`src/rtl/ifetch_ctrl.sv`:
```
// Instruction-fetch controller: owns the PC, issues single-outstanding fetch
// requests, and writes the IF/ID register with instructions or NOP bubbles.
module ifetch_ctrl #(
  parameter logic [15:0] RESET_PC  = 16'h0000,
  parameter logic [15:0] NOP_INSTR = 16'h4000
) (
  input  logic        clk,
  input  logic        rst,
  input  logic        stall,
  input  logic        redirect,
  input  logic [15:0] redirect_pc,
  output logic        imem_rd,
  output logic [15:0] imem_addr,
  input  logic        imem_done,
  input  logic [15:0] imem_rdata,
  output logic        ifid_wen,
  output logic [15:0] ifid_pc_out,
  output logic [15:0] ifid_pc_inc,
  output logic [15:0] ifid_instr,
  output logic        ifid_halt
);

  typedef enum logic [1:0] {
    S_RUN  = 2'd0,
    S_HOLD = 2'd1,
    S_HALT = 2'd2
  } state_t;

  state_t      state_q, state_d;
  logic [15:0] pc_q, pc_d;
  logic        busy_q, busy_d;
  logic        squash_q, squash_d;
  logic [15:0] buf_instr_q, buf_instr_d;
  logic [15:0] buf_pc_q, buf_pc_d;
  logic        avail;

  function automatic logic is_halt(input logic [15:0] instr);
    return (instr[15:11] == 5'b00000);
  endfunction

  // Next-state and IF/ID outputs; priority is rst > redirect > stall > done
  always_comb begin
    state_d     = state_q;
    pc_d        = pc_q;
    busy_d      = busy_q;
    squash_d    = squash_q;
    buf_instr_d = buf_instr_q;
    buf_pc_d    = buf_pc_q;
    avail       = 1'b0;
    imem_rd     = 1'b0;
    imem_addr   = pc_q;
    ifid_wen    = ~stall;
    ifid_instr  = NOP_INSTR;
    ifid_pc_out = pc_q;
    ifid_pc_inc = pc_q + 16'd2;
    ifid_halt   = 1'b0;

    if (rst) begin
      ifid_wen    = 1'b1;
      ifid_pc_out = 16'h0000;
      ifid_pc_inc = 16'h0000;
    end else if (redirect) begin
      ifid_wen    = 1'b1;
      pc_d        = redirect_pc;
      state_d     = S_RUN;
      buf_instr_d = 16'h0000;
      buf_pc_d    = 16'h0000;
      // A response still in flight must be thrown away when it lands
      if (busy_q && !imem_done) begin
        squash_d = 1'b1;
      end else begin
        busy_d   = 1'b0;
        squash_d = 1'b0;
      end
    end else begin
      case (state_q)
        S_RUN: begin
          if (!busy_q) begin
            imem_rd = 1'b1;
            avail   = imem_done;
            busy_d  = ~imem_done;
          end else begin
            avail = imem_done & ~squash_q;
            if (imem_done) begin
              busy_d   = 1'b0;
              squash_d = 1'b0;
            end else begin
              busy_d = 1'b1;
            end
          end
          if (avail) begin
            if (!stall) begin
              ifid_wen   = 1'b1;
              ifid_instr = imem_rdata;
              ifid_halt  = is_halt(imem_rdata);
              if (is_halt(imem_rdata)) begin
                state_d = S_HALT;
              end else begin
                pc_d = pc_q + 16'd2;
              end
            end else begin
              ifid_wen    = 1'b0;
              buf_instr_d = imem_rdata;
              buf_pc_d    = pc_q;
              state_d     = S_HOLD;
            end
          end else begin
            ifid_instr = NOP_INSTR;
          end
        end
        S_HOLD: begin
          ifid_instr  = buf_instr_q;
          ifid_pc_out = buf_pc_q;
          ifid_pc_inc = buf_pc_q + 16'd2;
          ifid_halt   = is_halt(buf_instr_q);
          if (!stall) begin
            if (is_halt(buf_instr_q)) begin
              state_d = S_HALT;
            end else begin
              pc_d    = pc_q + 16'd2;
              state_d = S_RUN;
            end
          end else begin
            state_d = S_HOLD;
          end
        end
        S_HALT: begin
          state_d = S_HALT;
        end
        default: begin
          state_d = S_RUN;
        end
      endcase
    end
  end

  // State registers with synchronous reset
  always_ff @(posedge clk) begin
    if (rst) begin
      state_q     <= S_RUN;
      pc_q        <= RESET_PC;
      busy_q      <= 1'b0;
      squash_q    <= 1'b0;
      buf_instr_q <= 16'h0000;
      buf_pc_q    <= 16'h0000;
    end else begin
      state_q     <= state_d;
      pc_q        <= pc_d;
      busy_q      <= busy_d;
      squash_q    <= squash_d;
      buf_instr_q <= buf_instr_d;
      buf_pc_q    <= buf_pc_d;
    end
  end

endmodule

```
`config.mk`:
```
export PLATFORM = sky130hd
export DESIGN_NAME = ifetch_ctrl
export DESIGN_NICKNAME = d
export VERILOG_FILES = /design/src/rtl/ifetch_ctrl.sv
export SDC_FILE = /design/constraint.sdc
export NUM_CORES = 1
export LEC_CHECK = 0
export CAP_MARGIN = 10
export CORE_ASPECT_RATIO = 0.7
export CORE_MARGIN = 1.5
export CORE_UTILIZATION = 25
export DETAILED_ROUTE_END_ITERATION = 12
export PLACE_DENSITY = 0.52
export REMOVE_ABC_BUFFERS = 1
export SYNTH_ARGS = -nofsm -noshare
export SYNTH_HDL_FRONTEND = slang
export SYNTH_SLANG_ARGS = --single-unit
export TNS_END_PERCENT = 50
```
`constraint.sdc`:
```
create_clock -name clk -period 2.2 [get_ports clk]
set_input_delay 0.22 -clock clk [delete_from_list [all_inputs] [get_ports clk]]
set_output_delay 0.22 -clock clk [all_outputs]
set_load 0.1 [all_outputs]
```
==> flow_metrics.py, run 1 <==
metrics = {
    "clock_tree": {
        "clk_pin_slew_ns": 0.07,
        "cts_buffer_depth": 2,
        "clkLatencyLatePin_ns": 0.30,
        "cts_buffers": 5,
        "cts-htree-levels": 2,
        "numClockSinks": 52,
        "cts-root-buf": "clkbuf_16",
        "cts_tree": "built",
    },
    "power": {
        "vdd_drop_max_uv": 244,
        "power_density_mw_per_mm2": 521,
        "p_total_mw": 3.26,
        "leakage_nw": 2.25,
    },
    "sta": {
        "hold_viol": 0,
        "relSlewSlack_pct": 61.9,
        "fmax_ghz": 0.454,
        "fin_crit_sh_pct": 100,
        "hold_ws_ns": 0.290,
        "setup_viol": 3,
        "worstMarginPinSlew_ns": 0.571,
        "rsz0062_at_grt": "yes",
        "fin_ws_ns": -0.00212,
        "slew_violations": 0,
        "clock-skew-final_ns": 0.00791,
        "period_minus_slack_ns": 2.20,
        "tns_ns": -0.00357,
    },
    "critical_path": {
        "cp.required_ns": 1.98,
        "worst_ep_arrival_time_ns": 1.98,
        "worstSetupStartpointType": "flip-flop",
        "criticalPathCategory": "reg -> out",
        "reg2reg_setup_slack_ns": 0.29,
        "path_max_fanout": 5,
        "timing.rr.end": "imem_addr[2]$_SDFFE_PP0P_",
        "reg2reg_from": "state_q[1]$_SDFFE_PP0P_",
        "r2r_cells": 5,
        "endpoint_kind": "primary output",
    },
    "placement": {
        "gp_congestion": 0.883,
        "place_inst": 842,
        "dpl_cell_area_sq_mm": 0.00569,
        "port_buffers": 103,
        "dp_slack_ns": -0.0587,
        "dpl.hpwl_mm": 11.2,
    },
    "yosys": {
        "syn_area_sq_mm": 0.00373,
        "ys.flop_type": "dfxtp_1",
        "synth_cell_types": 52,
        "syn_inst": 538,
        "synth_area_per_cell_sq_um": 6.93,
        "yosysSeqAreaShare_pct": 27.9,
        "async_reset_ff_share_pct": 0,
        "yosysWarnings": 0,
        "synth-seq-cells": 52,
        "synth-edff-count": 0,
    },
    "floorplan": {
        "rows": 37,
        "ios": 104,
        "initial_utilization_pct": 25.5,
        "fp.dieW_um": 149,
        "coreArea_sq_mm": 0.0146,
        "die_h_um": 105,
        "die_area_sq_mm": 0.0157,
    },
    "global_routing": {
        "grt_max_degree": 34,
        "grt_overflow": 0,
        "first_global_vias": 4320,
        "grt_usage_pct": 19.5,
        "grt_pass1_wl_mm": 23.8,
        "antenna_found_initial": 0,
    },
    "run_status": {
        "violations": "setup timing",
        "status": "complete, but fails checks",
    },
    "cells_and_area": {
        "layout.cells.non_filler": 860,
        "areaGrowthSynthToFinish_pct": 67.9,
        "layout-drive-gt1-share_pct": 32.3,
        "n_antenna_cell": 0,
        "layout.nets": 703,
        "design_area_sq_mm": 0.00626,
        "final_core_util_pct": 42.8,
    },
    "route": {
        "dr_total_vias": 4682,
        "wire_per_inst_um": 18.6,
        "viasPerCell": 5.44,
        "dr.pass1.iters": 5,
        "ant_nets": 0,
        "drt-initial-drc-count": 521,
        "route.detailed.drc": 0,
        "wl_mm": 16.0,
    },
    "worst_hold_path": {
        "hold_path_end": "busy_q$_SDFFE_PP0P_",
        "holdPathStages": 2,
        "hp-class": "in -> reg",
        "min_from": "rst",
    },
    "run": {
        "maxCapViolCount": 0,
    },
}
## per-layer routing
metal  track usage, %  share of wire (%)
met3             4.41                6.4
met5                0                  0
met2             28.3                 44
met4             5.87                1.9
met1             28.4                 48
## state kept, by name (all words and copies together) (netlist names)
signal       cells
imem_addr       16
buf_pc_q        16
busy_q           1
buf_instr_q     16
squash_q         1
state_q          2
## how the worst max path moves through the flow
| stage | from | endpoint | slack [ns] | depth (start not counted) |
|---|---|---|---|---|
| final | state_q[1]$_SDFFE_PP0P_ | ifid_pc_inc[15] | -0.002 | 5 |
| after global routing | state_q[0]$_SDFFE_PP0P_ | ifid_pc_inc[15] | -0.06 | 5 |
| after CTS | state_q[0]$_SDFFE_PP0P_ | ifid_pc_inc[10] | -0.0008 | 7 |
| after detailed placement | redirect | ifid_pc_inc[14] | -0.06 | 7 |
| after global placement | redirect | ifid_pc_inc[15] | -0.05 | 6 |
| after floorplan | state_q[0]$_SDFFE_PP0P_ | ifid_pc_inc[0] | -2.36 | 4 |
## worst max-delay path: stages, from the launching register on
cell and delay [ns]:
dfxtp_2 0.35, or3b_4 0.38, or3_4 0.33, or3_4 0.34, o211ai_4 0.09, buf_12 0.20
## report_power, final
group,internal (mW),switching (mW)
Sequential,0.981,0.0562
Clock,0.543,0.404
Combinational,0.423,0.855
Total,1.95,1.31
## repair_timing
| item | in CTS | in global routing |
|---|---|---|
| hold buffers | 0 | 0 |
| buffers inserted | 5 | 3 |
| pin swaps | 5 | 8 |
| cloned | 0 | 2 |
| resized for setup | 38 | 49 |
| setup endpoints to repair | 30 | 45 |
## cells in the final DEF, fill, tap and decap left out, types with 9 or more instances in the layout
master | Yosys | layout
dfxtp_1 | 52 | 40
o2111ai_1 | 11 | 11
a21oi_1 | 56 | 47
buf_4 | 1 | 82
xnor2_1 | 15 | 13
and3_1 | 12 | 11
nor2_1 | 35 | 27
dfxtp_2 | 0 | 9
clkdlybuf4s50_1 | 0 | 34
nand3_1 | 25 | 24
buf_12 | 0 | 52
nor3_1 | 23 | 20
a32oi_1 | 11 | 11
a22oi_1 | 14 | 14
nand2_1 | 113 | 111
o211ai_1 | 19 | 19
nand4_1 | 10 | 10
## cell type report
cell class,count,area [sq um]
Clock buffer,5,125
Clock inverter,3,46.3
Fill cell,1473,8370
Inverter,8,30.0
Multi-Input combinational cell,423,2700
Sequential cell,52,1060
Tap cell,195,244
Timing Repair Buffer,174,2050
## cells in the mapped netlist, types with 6 or more instances
master,n,area [sq um]
and3_1,12,75.1
xnor2_1,15,131
xor2_1,6,52.6
a32oi_1,11,96.3
nor4_1,8,50.1
a21oi_1,56,280
nand2_1,113,424
nor2_1,35,131
dfxtp_1,52,1040
o2111ai_1,11,96.3
buf_2,11,55.1
nand3_1,25,125
o211ai_1,19,143
clkbuf_1,34,128
or3_1,6,37.5
nand4_1,10,62.6
inv_1,8,30.0
nor3_1,23,115
a22oi_1,14,105
## cell families after synthesis
kind of cell    Yosys count  share of synthesized area [%]
fa+ha+maj                 2                          0.671
flops                    52                           27.9
mux                       2                          0.537
simple gates            256                           32.4
buf+inv                  63                           7.62
xor+xnor                 21                           4.93
compound gates          142                           25.9
(Power assumes the default switching activity.)
==> run 2, diff against run 1 <==
--- a/config.mk
+++ b/config.mk
@@ -10,6 +10,7 @@
 export CORE_MARGIN = 1.5
 export CORE_UTILIZATION = 25
 export DETAILED_ROUTE_END_ITERATION = 12
+export GPL_TIMING_DRIVEN = 0
 export PLACE_DENSITY = 0.52
 export REMOVE_ABC_BUFFERS = 1
 export SYNTH_ARGS = -nofsm -noshare
==> run 2 against run 1 <==
Net effect:
- the flow still finishes with violations (setup timing)
- sequential power barely moved
- combinational power down 13%
- register-to-register slack lost 0.20 ns
- sequential share of layout area up 2.4 points
- hold slack worse by 0.0081 ns
- largest cell class unchanged
- largest power group unchanged
==> flow_metrics.py, run 2 (synthesis results as in run 1) <==
metrics = {
    "clock_tree": {
        "clk_pin_slew_ns": 0.08,
        "cts-htree-levels": 2,
        "cts-root-buf": "clkbuf_16",
        "clkLatencyLatePin_ns": 0.30,
        "cts_buffer_depth": 2,
        "numClockSinks": 52,
        "cts_buffers": 5,
        "cts_tree": "built",
    },
    "cells_and_area": {
        "layout.nets": 675,
        "n_antenna_cell": 0,
        "layout_common_cells": "nand2_1, a21oi_1, buf_4, clkdlybuf4s50_1",
        "design_area_sq_mm": 0.00567,
        "final_common_cell": "nand2_1",
        "seqCellArea_sq_mm": 0.00110,
        "areaGrowthSynthToFinish_pct": 51.9,
        "layout.cells.non_filler": 832,
        "layout-drive-gt1-share_pct": 25.9,
        "multiInputGateArea_sq_mm": 0.00268,
        "final.fill_count": 1516,
    },
    "global_routing": {
        "grt_use_met2_pct": 26.8,
        "grt_pass1_wl_mm": 22.7,
        "grt_usage_pct": 18.5,
        "grt_max_degree": 49,
        "first_global_vias": 3973,
        "antenna_found_initial": 0,
        "grt_use_met3_pct": 3.71,
        "grt_overflow": 0,
        "grt.met1_usage_pct": 27.1,
        "grt.busiest_layer": "met1",
    },
    "route": {
        "wire_per_inst_um": 18.3,
        "dr_total_vias": 4560,
        "ant_nets": 0,
        "route.detailed.drc": 0,
        "viasPerCell": 5.48,
        "dr.pass1.iters": 5,
        "drt-initial-drc-count": 387,
        "wl_mm": 15.2,
    },
    "floorplan": {
        "initial_utilization_pct": 25.5,
        "die_area_sq_mm": 0.0157,
        "die_h_um": 105,
        "rows": 37,
        "fp.dieW_um": 149,
        "coreArea_sq_mm": 0.0146,
        "ios": 104,
    },
    "sta": {
        "setup_viol": 1,
        "fin_ws_ns": -0.0604,
        "fin_crit_sh_pct": 103,
        "worstMarginPinSlew_ns": 1.00,
        "hold_ws_ns": 0.282,
        "period_minus_slack_ns": 2.26,
        "rsz0062_at_grt": "yes",
        "fmax_ghz": 0.442,
        "slew_violations": 0,
        "hold_viol": 0,
        "relSlewSlack_pct": 33.0,
        "clock-skew-final_ns": 0.00843,
        "tns_ns": -0.0604,
    },
    "run_status": {
        "violations": "setup timing",
        "status": "complete, but fails checks",
    },
    "critical_path": {
        "timing.rr.end": "imem_addr[3]$_SDFFE_PP0P_",
        "criticalPathCategory": "reg -> out",
        "path_max_fanout": 6,
        "setup.worst_path.end": "ifid_pc_inc[15]",
        "reg2reg_setup_slack_ns": 0.09,
        "endpoint_kind": "primary output",
        "reg2reg_from": "state_q[1]$_SDFFE_PP0P_",
        "crit_start": "state_q[0]$_SDFFE_PP0P_",
        "worstSetupStartpointType": "flip-flop",
        "r2r_cells": 5,
        "worst_ep_arrival_time_ns": 2.04,
        "cp.required_ns": 1.98,
    },
    "placement": {
        "dpl_cell_area_sq_mm": 0.00488,
        "gp_congestion": 0.906,
        "place_inst": 787,
        "dpl.hpwl_mm": 9.84,
        "port_buffers": 103,
    },
    "worst_hold_path": {
        "hp-class": "in -> reg",
    },
    "power": {
        "power_density_mw_per_mm2": 533,
        "p_total_mw": 3.02,
        "leakage_nw": 2.01,
        "vdd_drop_max_uv": 305,
    },
    "run": {
        "maxCapViolCount": 0,
    },
}
[run 2: cell count changes in the layout (fill, tap and decap cells not counted), sizes merged]
| cell | change |
|---|---|
| or3b | +2 |
| buf | -51 |
| clkbuf | +5 |
| dlymetal6s2s | +1 |
| inv | -3 |
| clkinvlp | +2 |
| dlygate4sd2 | +6 |
| bufinv | -1 |
| clkdlybuf4s50 | +9 |
| clkinv | +2 |
[run 2: layout make-up]
cell class | count | share of cell area, %
Inverter | 8 | 0.663
Clock buffer | 6 | 2.45
Timing Repair inverter | 1 | 0.0883
Clock inverter | 2 | 0.177
Timing Repair Buffer | 143 | 25.6
Sequential cell | 52 | 19.4
Tap cell | 195 | 4.31
Multi-Input combinational cell | 425 | 47.3
[run 2: power breakdown]
group / switching (mW) / leakage [nW] / internal [mW]
sequential: 0.0851 / 0.435 / 0.978
clock: 0.389 / 0.0766 / 0.451
combinational: 0.793 / 1.50 / 0.326
[run 2: critical path, stage by stage (launching register included)]
cell and delay, ns:
dfxtp_4 0.38, or3b_4 0.44, or3_1 0.31, or3_1 0.32, o211ai_2 0.09, buf_12 0.20
[run 2: what timing repair did]
item	in CTS	in global routing
hold buffers	0	0
resized for setup	391	46
setup buffers	14	18
cloned	3	1
pin swaps	8	10
endpoints found under the setup margin	114	52
[run 2: worst min path at each step]
stage / from / to / cells after the start
2_1_floorplan: rst / imem_addr[1]$_SDFFE_PP0P_ / 1
3_3_place_gp: buf_pc_q[0]$_SDFFE_PP0P_ / buf_pc_q[0]$_SDFFE_PP0P_ / 2
3_5_place_dp: buf_pc_q[0]$_SDFFE_PP0P_ / buf_pc_q[0]$_SDFFE_PP0P_ / 2
4_1_cts: rst / imem_addr[15]$_SDFFE_PP0P_ / 4
5_1_grt: rst / imem_addr[15]$_SDFFE_PP0P_ / 4
6_report: rst / imem_addr[15]$_SDFFE_PP0P_ / 4
[run 2: routing by layer]
metal | part of all wire (%) | vias to the layer above
met5 | 0 | -
met4 | 1.5 | 0
met3 | 6.5 | 18
met2 | 44 | 194
met1 | 47 | 2202
li1 | - | 2146
[run 2: through the flow]
stage / setup slack (ns) / utilization [%]
floorplan: -2.36 / -
global placement: -3.72 / 32.5
detailed placement: -2.32 / 33.4
CTS: -0.113 / 36.5
global route: -0.0993 / 38.7
finish: -0.0604 / 38.7
==> run 3, diff against run 2 <==
--- a/config.mk
+++ b/config.mk
@@ -7,12 +7,10 @@
 export LEC_CHECK = 0
 export CAP_MARGIN = 10
 export CORE_ASPECT_RATIO = 0.7
-export CORE_MARGIN = 1.5
 export CORE_UTILIZATION = 25
 export DETAILED_ROUTE_END_ITERATION = 12
 export GPL_TIMING_DRIVEN = 0
 export PLACE_DENSITY = 0.52
-export REMOVE_ABC_BUFFERS = 1
 export SYNTH_ARGS = -nofsm -noshare
 export SYNTH_HDL_FRONTEND = slang
 export SYNTH_SLANG_ARGS = --single-unit
==> run 3 against run 2 <==
Net effect:
- the flow still finishes with violations (setup timing)
- register-to-register slack better by 0.07 ns
- critical path depth increased by 1
- power increased by 11%
- non-clock buffer count rose by 30
- combinational power up 12%
- sequential share of layout area down 2.3 points
- sequential power about the same
- clock power is 25% higher
- hold slack gained 0.0064 ns
- utilization rose by 6.4 points
==> flow_metrics.py, run 3 (synthesis results as in run 1) <==
metrics = {
    "run_status": {
        "status": "complete, but fails checks",
        "violations": "setup timing",
    },
    "global_routing": {
        "antenna_found_initial": 1,
        "grt_overflow": 0,
        "grt_usage_pct": 21.5,
        "grt_max_degree": 18,
        "first_global_vias": 4397,
        "grt_pass1_wl_mm": 25.8,
    },
    "power": {
        "leakage_nw": 2.27,
        "seqPwrFrac_pct": 31.7,
        "p_total_mw": 3.36,
        "power_density_mw_per_mm2": 523,
        "switching_power_mw": 1.33,
        "combPwrFrac_pct": 37.2,
        "p_clk_share_pct": 31.2,
        "p_int_mw": 2.03,
        "vdd_drop_max_uv": 420,
        "switching_share_pct": 39.6,
    },
    "clock_tree": {
        "cts_buffers": 5,
        "hold_buffers": 0,
        "cts-root-buf": "clkbuf_16",
        "clk_pin_slew_ns": 0.07,
        "cts_buffer_depth": 2,
        "clkLatencyLatePin_ns": 0.30,
        "numClockSinks": 52,
        "cts-htree-levels": 2,
        "cts_tree": "built",
    },
    "sta": {
        "clock-skew-final_ns": 0.0104,
        "fin_ws_ns": -0.147,
        "period_minus_slack_ns": 2.35,
        "slew_violations": 0,
        "fin_crit_sh_pct": 107,
        "hold_viol": 0,
        "relSlewSlack_pct": 34.4,
        "setup_viol": 5,
        "rsz0062_at_grt": "yes",
        "fmax_ghz": 0.426,
        "worstMarginPinSlew_ns": 0.981,
    },
    "critical_path": {
        "timing.rr.end": "imem_addr[9]$_SDFFE_PP0P_",
        "worst-path-buf-inv": 2,
        "r2r_cells": 8,
        "worst_ep_arrival_time_ns": 2.13,
        "path_delay_family": "simple AND/OR/NAND/NOR gates",
        "reg2reg_setup_slack_ns": 0.16,
        "reg2reg_from": "state_q[1]$_SDFFE_PP0P_",
        "crit_start": "state_q[1]$_SDFFE_PP0P_",
        "criticalPathCategory": "reg -> out",
        "endpoint_kind": "primary output",
        "slowest_delay_ns": 0.40,
        "cp_slowest_cell": "or3b_4",
        "worstSetupStartpointType": "flip-flop",
        "path_max_fanout": 5,
        "critical_path.cell_chain": "buf_8, or3b_4, or3_1, or3_4, o211ai_4, buf_12",
        "cp.required_ns": 1.98,
    },
    "placement": {
        "gp_congestion": 0.887,
        "dpl.hpwl_mm": 12.4,
        "port_buffers": 103,
        "place_inst": 831,
    },
    "cells_and_area": {
        "layout.cells.non_filler": 854,
        "layout.nets": 702,
        "final.fill_count": 1409,
        "areaGrowthSynthToFinish_pct": 72.4,
        "final_common_cell": "nand2_1",
        "layout-drive-gt1-share_pct": 34.3,
        "layout_common_cells": "nand2_1, clkdlybuf4s50_1, buf_4, a21oi_1, dfxtp_1",
        "n_antenna_cell": 0,
    },
    "worst_hold_path": {
        "holdPathStages": 3,
        "hp-class": "in -> reg",
        "hold_path_end": "buf_instr_q[14]$_SDFFE_PP0P_",
        "min_from": "imem_rdata[14]",
    },
    "floorplan": {
        "die_h_um": 104,
        "rows": 36,
        "die_area_sq_mm": 0.0154,
        "initial_utilization_pct": 26.2,
        "ios": 104,
        "fp.dieW_um": 148,
        "coreArea_sq_mm": 0.0142,
    },
    "route": {
        "wire_per_inst_um": 19.7,
        "wl_mm": 16.9,
        "viasPerCell": 5.49,
        "dr_total_vias": 4685,
        "route.detailed.drc": 0,
        "drt-initial-drc-count": 432,
        "ant_nets": 0,
        "dr.pass1.iters": 5,
    },
    "run": {
        "maxCapViolCount": 0,
    },
    "yosys": {
        "syn_nets": 577,
    },
}
## run 3: cell types whose count changed in the layout (fill, tap and decap cells not counted), moves of 5 or more
| cell | change |
|---|---|
| buf_12 | +19 |
| dlygate4sd2_1 | -5 |
| o22ai_4 | +5 |
| a21oi_4 | +10 |
| buf_16 | -5 |
| buf_4 | -10 |
| a21oi_2 | +10 |
| nor2_2 | +9 |
| clkbuf_1 | +9 |
| a21oi_1 | -20 |
| nor2_1 | -10 |
## run 3: layout make-up
type                       instances  area, sq um  area share, %
buffer                            43          338           5.25
clock inverter                     3         68.8           1.07
timing repair buffer             130         1500           23.4
tap                              190          238           3.70
sequential                        52         1100           17.1
multi-input combinational        423         3020           47.0
clock buffer                       5          125           1.95
inverter                           8         33.8          0.525
## run 3: routing by layer
metal  part of all wire (%)  track usage [%]  vias up
met3                    7.0             4.61       18
li1                       -                -     2208
met5                  0.077                0        -
met1                     52             33.8     2256
met2                     40             29.1      201
met4                   0.94             3.90        2
## run 3: tightest hold or removal path, stage by stage
cell	delay [ns]
dlymetal6s2s_1	0.18
nand2_1	0.09
a21oi_1	0.05
## run 3: through the flow
step                TNS [ns]  setup WS [ns]  utilization (%)  area (sq um)  hold slack (ns)
finish                -0.216         -0.147             45.2          6430            0.288
global route           -1.00         -0.176             45.2          6430            0.287
CTS                    -1.32         -0.169             42.3          6020            0.424
detailed placement    -92.75          -1.87             38.5          5480            0.450
global placement      -91.31          -1.84             38.5          5480            0.443
floorplan              -5.14         -0.478                -          4210            0.356
## run 3: repair_timing
| action | 4_1_cts | 5_1_grt |
|---|---|---|
| pin swaps | 11 | 14 |
| endpoints found under the setup margin | 75 | 52 |
| buffers inserted | 15 | 10 |
| gates cloned | 0 | 2 |
| gates resized for setup | 417 | 75 |
## run 3: power by group through the flow
stage	Clock (mW)	Combinational (mW)	Sequential, mW
6_report	1.05	1.25	1.07
5_1_grt	1.12	1.30	1.07
4_1_cts	1.08	1.20	1.06
3_5_place_dp	0	1.16	1.06
3_3_place_gp	0	1.16	1.06
2_1_floorplan	0	0.659	1.22
## run 3: how the worst max path moves through the flow
stage	slack (ns)	endpoint	cells past startpoint
2_1_floorplan	-0.48	imem_rd	4
3_3_place_gp	-1.84	ifid_pc_out[0]	7
3_5_place_dp	-1.87	ifid_pc_out[0]	7
4_1_cts	-0.17	ifid_pc_inc[15]	6
5_1_grt	-0.18	ifid_pc_inc[15]	6
6_report	-0.15	ifid_pc_inc[15]	6
